### config.mk
export PLATFORM = sky130hd
export DESIGN_NAME = imem_boot_loader
export DESIGN_NICKNAME = d
export VERILOG_FILES = /design/src/rtl/imem_boot_loader.sv
export SDC_FILE = /design/constraint.sdc
export NUM_CORES = 2
export LEC_CHECK = 0
export ABC_CLOCK_PERIOD_IN_PS = 6100
export BUFFER_PORTS_ARGS = -buffer_cell sky130_fd_sc_hd__buf_2
export CORE_ASPECT_RATIO = 0.7
export CORE_UTILIZATION = 40
export CTS_CLUSTER_SIZE = 8
export DETAILED_ROUTE_END_ITERATION = 10
export HOLD_SLACK_MARGIN = 0.06
export PLACE_DENSITY = 0.62
export RECOVER_POWER = 100
export SLEW_MARGIN = 5
export SYNTH_ARGS = -nofsm -noshare
export SYNTH_HDL_FRONTEND = slang
export SYNTH_SLANG_ARGS = --single-unit
### constraint.sdc
create_clock -name clk -period 6.1 [get_ports clk]
set_input_delay 0.61 -clock clk [delete_from_list [all_inputs] [get_ports clk]]
set_output_delay 0.61 -clock clk [all_outputs]
set_load 0.02 [all_outputs]
### src/rtl/imem_boot_loader.sv
`default_nettype none
// ============================================================================
// imem_boot_loader: packs a byte stream into instruction memory, then releases
// the core and serves its fetches.   Rev 1.0
// ============================================================================
module imem_boot_loader #(
  parameter int          DEPTH_WORDS = 64,
  parameter int          AW          = 6,
  parameter logic [31:0] NOP_INSTR   = 32'h0000_0013
) (
  input  logic          clk,
  input  logic          reset,
  input  logic          load_valid,
  input  logic [7:0]    load_data,
  input  logic          load_last,
  output logic          load_ready,
  input  logic [31:0]   pc_i,
  output logic [31:0]   instr_o,
  output logic          core_reset_o,
  output logic          load_done,
  output logic          load_err,
  output logic [AW:0]   word_count
);

  typedef enum logic [1:0] {
    S_LOAD  = 2'd0,
    S_RUN   = 2'd1,
    S_ERROR = 2'd2
  } state_t;

  localparam logic [AW:0] DEPTH_C = (AW+1)'(DEPTH_WORDS);

  state_t       state_q;
  logic [1:0]   byte_idx_q;
  logic [23:0]  shift_q;
  logic [AW:0]  word_count_q;
  logic         ready_q;
  logic         done_q;
  logic         err_q;
  logic         core_rst_q;
  logic [31:0]  mem_q [DEPTH_WORDS];

  logic         accept_w;
  logic         full_w;
  logic         word_wr_w;
  logic [31:0]  word_w;

  assign accept_w  = load_valid & ready_q & (state_q == S_LOAD);
  assign full_w    = (word_count_q == DEPTH_C);
  assign word_wr_w = accept_w & ~full_w & ((byte_idx_q == 2'd3) | load_last);

  // Upper bytes stay zero for a short final word.
  always_comb begin
    word_w = 32'h0;
    case (byte_idx_q)
      2'd0:    word_w = {24'h0, load_data};
      2'd1:    word_w = {16'h0, load_data, shift_q[7:0]};
      2'd2:    word_w = {8'h0,  load_data, shift_q[15:0]};
      default: word_w = {load_data, shift_q[23:0]};
    endcase
  end

  always_ff @(posedge clk or negedge reset) begin
    if (!reset) begin
      state_q      <= S_LOAD;
      byte_idx_q   <= 2'd0;
      shift_q      <= 24'h0;
      word_count_q <= '0;
      ready_q      <= 1'b1;
      done_q       <= 1'b0;
      err_q        <= 1'b0;
      core_rst_q   <= 1'b1;
    end else begin
      // Lags the state by one edge so the core sees one extra reset cycle.
      core_rst_q <= (state_q != S_RUN);
      case (state_q)
        S_LOAD: begin
          if (accept_w) begin
            if (full_w) begin
              state_q <= S_ERROR;
              ready_q <= 1'b0;
              err_q   <= 1'b1;
            end else if ((byte_idx_q == 2'd3) || load_last) begin
              word_count_q <= word_count_q + 1'b1;
              byte_idx_q   <= 2'd0;
              shift_q      <= 24'h0;
              if (load_last) begin
                state_q <= S_RUN;
                ready_q <= 1'b0;
                done_q  <= 1'b1;
              end
            end else begin
              byte_idx_q <= byte_idx_q + 1'b1;
              case (byte_idx_q)
                2'd0:    shift_q[7:0]   <= load_data;
                2'd1:    shift_q[15:8]  <= load_data;
                default: shift_q[23:16] <= load_data;
              endcase
            end
          end
        end
        default: ;
      endcase
    end
  end

  // Contents survive reset; word_count gating hides stale words.
  always_ff @(posedge clk) begin
    if (word_wr_w) mem_q[word_count_q[AW-1:0]] <= word_w;
  end

  logic [AW-1:0] idx_w;
  logic          hi_zero_w;
  logic          pc_unused_w;

  assign idx_w       = pc_i[AW+1:2];
  assign hi_zero_w   = (pc_i[31:AW+2] == '0);
  assign pc_unused_w = ^pc_i[1:0];

  always_comb begin
    instr_o = NOP_INSTR;
    if ((state_q == S_RUN) && hi_zero_w && ({1'b0, idx_w} < word_count_q))
      instr_o = mem_q[idx_w];
  end

  assign load_ready   = ready_q;
  assign load_done    = done_q;
  assign load_err     = err_q;
  assign core_reset_o = core_rst_q;
  assign word_count   = word_count_q;

endmodule
`default_nettype wire
======== Word-level counts from Yosys, hierarchy flattened ========
Memory sizes are Yosys's and may differ from the RTL's.
Cells that the tools add are included.
storage, ports and cells
  logic and storage cells ................. 61
  bits in writable memories ............... 2048
  memories kept ........................... 1
  flip-flop bits (word level) ............. 39
  output and inout port bits .............. 43
  input port bits ......................... 44
memories
  name   depth  width  read ports  clocked after Yosys merged registers in  write ports  line  source
  mem_q  64     32     1           0                                        1            41    logic [31:0] mem_q [DEPTH_WORDS];
operators by class
  equal/unequal tests ..................... 7
  add/subtract/negate cells ............... 2
  multiplexer cells ....................... 15
  bitwise gates (word level) .............. 6
  order comparisons ....................... 1
  reductions and logical operators ........ 19
operators by type and width
  cell                 number
  $pmux 32 s3          1
  $mux 32              1
  $logic_not 24->1     1
  $mux 24              1
  $mux 8               3
  $reduce_and 4->1     5
  $mux 2               4
  $reduce_bool 2->1    4
  $add 7x1->7 const B  1
  $eq 7x7->1 const B   1
  $lt 6x7->1           1
  $reduce_and 3->1     2
  $mux 1               5
  $reduce_and 5->1     1
  $and 1x1->1          4
  $eq 2x1->1 const B   2
  $eq 2x2->1 const B   2
  $logic_not 2->1      2
  $ne 2x1->1 const B   2
  $add 2x1->2 const B  1
  $logic_and 1x1->1    2
  $reduce_or 2->1      1
  $logic_or 1x1->1     1
  $not 1->1            1
  $or 1x1->1           1

======== Depth between registers and ports, before layout ========
  depth in word-level cells ............... 6
  gate-level depth with buffers ........... 12
  gate-level depth less buffers ........... 8

======== Worst setup path before layout ========
Ideal clock, no wire load.
  path kind ............................... register to register
  start ................................... reg byte_idx_q[0]
  end ..................................... mem mem_q[0][20], data pin
  setup time .............................. 702 ps
  buffers on the path ..................... 2
  slack ................................... 1844 ps
  clock period less this slack ............ 4256 ps
  cell stages (with the launch flop) ...... 5
  arrival ................................. 3554 ps
  required time ........................... 5398 ps
  cells stage by stage .................... dfrtp_1 > ha_1 > clkbuf_1 > clkbuf_1 > o21ai_0
between the ends
  word-level cells in the longest chain between the ends .. 2
  elaborated cells on any way between the ends .. 4
  those cells by class .................... eq/ne (2); mux (1); reduce/logical (1)
ends and longest elaborated chain
  element                                   line  source
  start, declared                           34    logic [1:0] byte_idx_q;
  start signal, assigned                    93    byte_idx_q <= byte_idx_q + 1'b1;
  $eq 2x2->1, or another cell as far along  55    case (byte_idx_q)
  $pmux 32 s3 *                             55
  named net word_w[20]                      46    logic [31:0] word_w;
  end, declared                             41
The timed path passes the listed nets; every way through them passes the cells marked *.

======== Worst setup path in the final report ========
  start ................................... reg ready_q, in the netlist load_ready
  end ..................................... mem mem_q[33][8] (enable)
between the ends
  word-level cells in the longest chain between the ends .. 6
ends and longest elaborated chain
  element                       line  source
  start, declared               37    logic ready_q;
  start signal, assigned        69    ready_q <= 1'b1;
  start signal, assigned        81    ready_q <= 1'b0;
  start signal, assigned        89    ready_q <= 1'b0;
  $and 1x1->1 (2 in series)     48    assign accept_w = load_valid & ready_q & (state_q == S_LOAD);
  $and 1x1->1 (2 in series)     50    assign word_wr_w = accept_w & ~full_w & ((byte_idx_q == 2'd3) | load_last);
  $mux 1                        109   if (word_wr_w) mem_q[word_count_q[AW-1:0]] <= word_w;
  $mux 1 (not written as such)  109
Every way passes these cells.

==> results.cfg <==
[power_and_ir_drop]
ir_drop_mv = 0.2166
p_per_area_mw_per_mm2 = 335.6
p_leak_uw = 0.02545

[critical_path]
critPathMaxFanout = 12
path_cells = nor4bb_1, o21a_1, and2_0, nand3_1, nor2_1, clkbuf_1
cp.arrival_ns = 5.90
ff2ff_setup_slack_ns = 0.61
cp_num_cells = 6
crit_buf_inv = 1
worstSetupPathType = register to register
critPathSlowestCell = nor2_1
worstReg2RegStart = load_ready
setup.worst_path.start = load_ready
crit_family = simple AND/OR/NAND/NOR gates
worstSetupEndpoint = mem_q[33][8]
cp-end-kind = register
critical-path-max-stage-delay_ns = 1.50
timing.rr.end = mem_q[33][8]
cp.required_ns = 6.51
cp-start-kind = register
ff2ff_path_depth = 6

[timing]
period_share_pct = 89.97
slew_headroom_pct = -135.3
tns_ns = 0
fmax_mhz = 182.2
setup_viol = 0
worst_pin_slew_ns = 3.529
skew_ns = 0.02649
hold_violations = 0
period_minus_slack_ns = 5.488
rsz0062_at_grt = no
drv_slew = 3181

[floorplan]
io_pins = 87
die_h_um = 377.9
die_width_um = 539.0
dieArea_mm2 = 0.2037
initial_utilization_pct = 40.40
num_rows = 137
coreArea_mm2 = 0.1999

[cts]
cts_max_level = 5
clk_latency_ns = 0.82
clk_pin_slew_ns = 0.05
clock_path_buffers = 4
clock-sinks = 2087
cts_buffers = 303
cts_resized = 0
cts_tree = done
post-cts-setup-buffers = 0
cts_root_buf = clkbuf_16

[drt]
drc = 0
num_vias = 40819
wl_um = 219200
routedWlPerCell_um = 32.41
drt_first_pass_iters = 5
dr.first_iter.drc_count = 5952
viasPerCell = 6.036
ant_nets = 0

[synth]
synth_flop_cell = edfxtp_1
async_flop_share_pct = 1.869
synth_fa_ha_area_share_pct = 0.1704
yosysUniqueCellTypes = 67
synth_edf_count = 2048
synth_mux_area_share_pct = 15.63
synth-xor-area-share_pct = 0.06508
synth_top_family_by_area = multiplexers
synth-compound-area-share_pct = 2.812
syn_nets = 3785
ys_warn_count = 0
synth_area_leaders = edfxtp_1 (76%), mux4_2 (13%), mux2i_1 (1.9%), dfrtp_1 (1.1%), nand2_1 (0.70%)
synth_area_mm2 = 0.08075
ys_seq_area_share_pct = 77.37
synth-simple-area-share_pct = 2.389
yosysTopAreaCellShare_pct = 76.16
syn_avg_cell_area_um2 = 21.65
yosysTopAreaCell = edfxtp_1
synthCells = 3730
ys_seq_elements = 2087

[placement]
globalplace.congestion = 0.8214
port_buffers = 84
dp_hpwl_um = 124900

[final_layout]
syn2layout_area_growth_pct = 14.68
multiInputGateArea_mm2 = 0.01723
drive_gt1_share_pct = 25.08
nets = 4133
final-seq-area_mm2 = 0.06248
n_fill_cell = 16445
fin_util_pct = 46.33

[grt]
grt.overflow.total = 0
grt_usage_pct = 21.50
grt_max_degree = 80
grt_pass1_wl_um = 310300
antenna_found_initial = 5
grt_pass1_vias = 40646

[worst_hold_path]
hp-class = primary input to register
holdPathStages = 3

[status]
status = finished, violations left
violations = max-capacitance violations, max-slew violations

[run]
max_cap_viol_count = 78
==> routing by layer <==
metal  GRT usage (%)  share of wire (%)  routed length, um  vias up
li1                -                  -                  -    16337
met1           33.02                 43              95230    21943
met2           31.08                 44              96420     2212
met3           4.704                 10              22580      327
met4           5.189                2.3               4982        0
met5               0                  0                  0        -
==> layout by cell type (no fill, tap or decap), types with 7 or more instances in the layout <==
cell and count:
buf_2 48, o22ai_1 25, nor2_4 24, o221ai_1 15, nor2b_1 7, buf_4 58
a22o_2 13, nand2_1 150, mux2i_1 155, a211oi_1 11, mux4_2 480, buf_12 15
clkbuf_2 36, nor3_1 31, edfxtp_1 2048, nor4_1 10, or2_2 7, nand2b_1 9
a22o_1 10, dfrtp_1 37, inv_1 10, nor2_1 90, o21ai_0 68, nand3_1 57
a22oi_1 45, inv_6 8, ha_1 11, a221o_1 11, nand4_1 7, clkbuf_16 306
a21oi_1 48, clkbuf_1 106, mux2_2 9, a221oi_1 24, a31oi_1 13
==> synth_stat cells (all sizes together), types with 23 or more instances <==
cell and instances:
a21oi 48, a22oi 45, clkbuf 70, o21ai 69, mux4 486, buf 135
nand3 57, nor3 31, nand2 150, edfxtp 2048, dfrtp 37, o22ai 25
mux2i 155, nor2 116, a221oi 24, a22o 23
==> kinds of logic after synthesis <==
kind of cell | Yosys count
DFF | 2087
muxes | 650
and+or+nand+nor | 429
AOI/OAI and AO/OA | 328
buffers and inverters | 219
adders and majority gates | 11
xor gates and xnor gates | 6
==> worst min path at each step <==
| stage | slack (ns) | to | from |
|---|---|---|---|
| 2_1_floorplan | 0.31 | byte_idx_q[0] | reset |
| 3_3_place_gp | 0.44 | load_done | load_done |
| 3_5_place_dp | 0.44 | load_done | load_done |
| 4_1_cts | 0.08 | shift_q[19] | load_data[3] |
| 5_1_grt | 0.14 | shift_q[12] | load_data[4] |
| 6_report | 0.13 | shift_q[9] | load_data[1] |
==> state kept, by name, summed over array words and instances (netlist names) <==
register and flops:
load_done 1, core_reset_o 1, mem_q 2048, load_err 1, byte_idx_q 2, state_q 2, load_ready 1, shift_q 24
word_count 7
==> report_power, final <==
group | internal, uW | switching, uW
Combinational | 296 | 578
Sequential | 15600 | 0
Clock | 8870 | 5730
==> area by class of cell <==
type	count	share of cell area, %
Tap cell	2641	3.569
Clock buffer	326	8.351
Sequential cell	2087	67.47
Multi-Input combinational cell	1424	18.61
Antenna cell	4	0.01081
Clock inverter	19	0.2702
Timing Repair Buffer	248	1.659
Inverter	14	0.06216
==> repair_timing <==
action / CTS / global route
setup endpoints to repair: 0 / 0
hold buffers: 2 / 0
hold endpoints to repair: 38 / 0
==> metrics by stage <==
step | area (um2) | total power (uW) | setup WS [ns] | instances | hold WS, ns
after CTS | 93250 | 31270 | 1.131 | 6759 | 0.07812
after detailed placement | 85250 | 16740 | 1.353 | 6412 | 0.4398
final | 92600 | 31080 | 0.6120 | 6763 | 0.1292
after global placement | 85250 | 16730 | 1.418 | 6412 | 0.4428
after global routing | 92590 | 31840 | 0.4729 | 6760 | 0.1382
after floorplan | 80750 | 16420 | 1.844 | 3730 | 0.3144
==> tightest hold or removal path, cell delays in order <==
cell	delay, ns
buf_2	0.13
nand2_1	0.08
o21ai_0	0.07
Note: power is estimated with default switching activity, not from simulation.
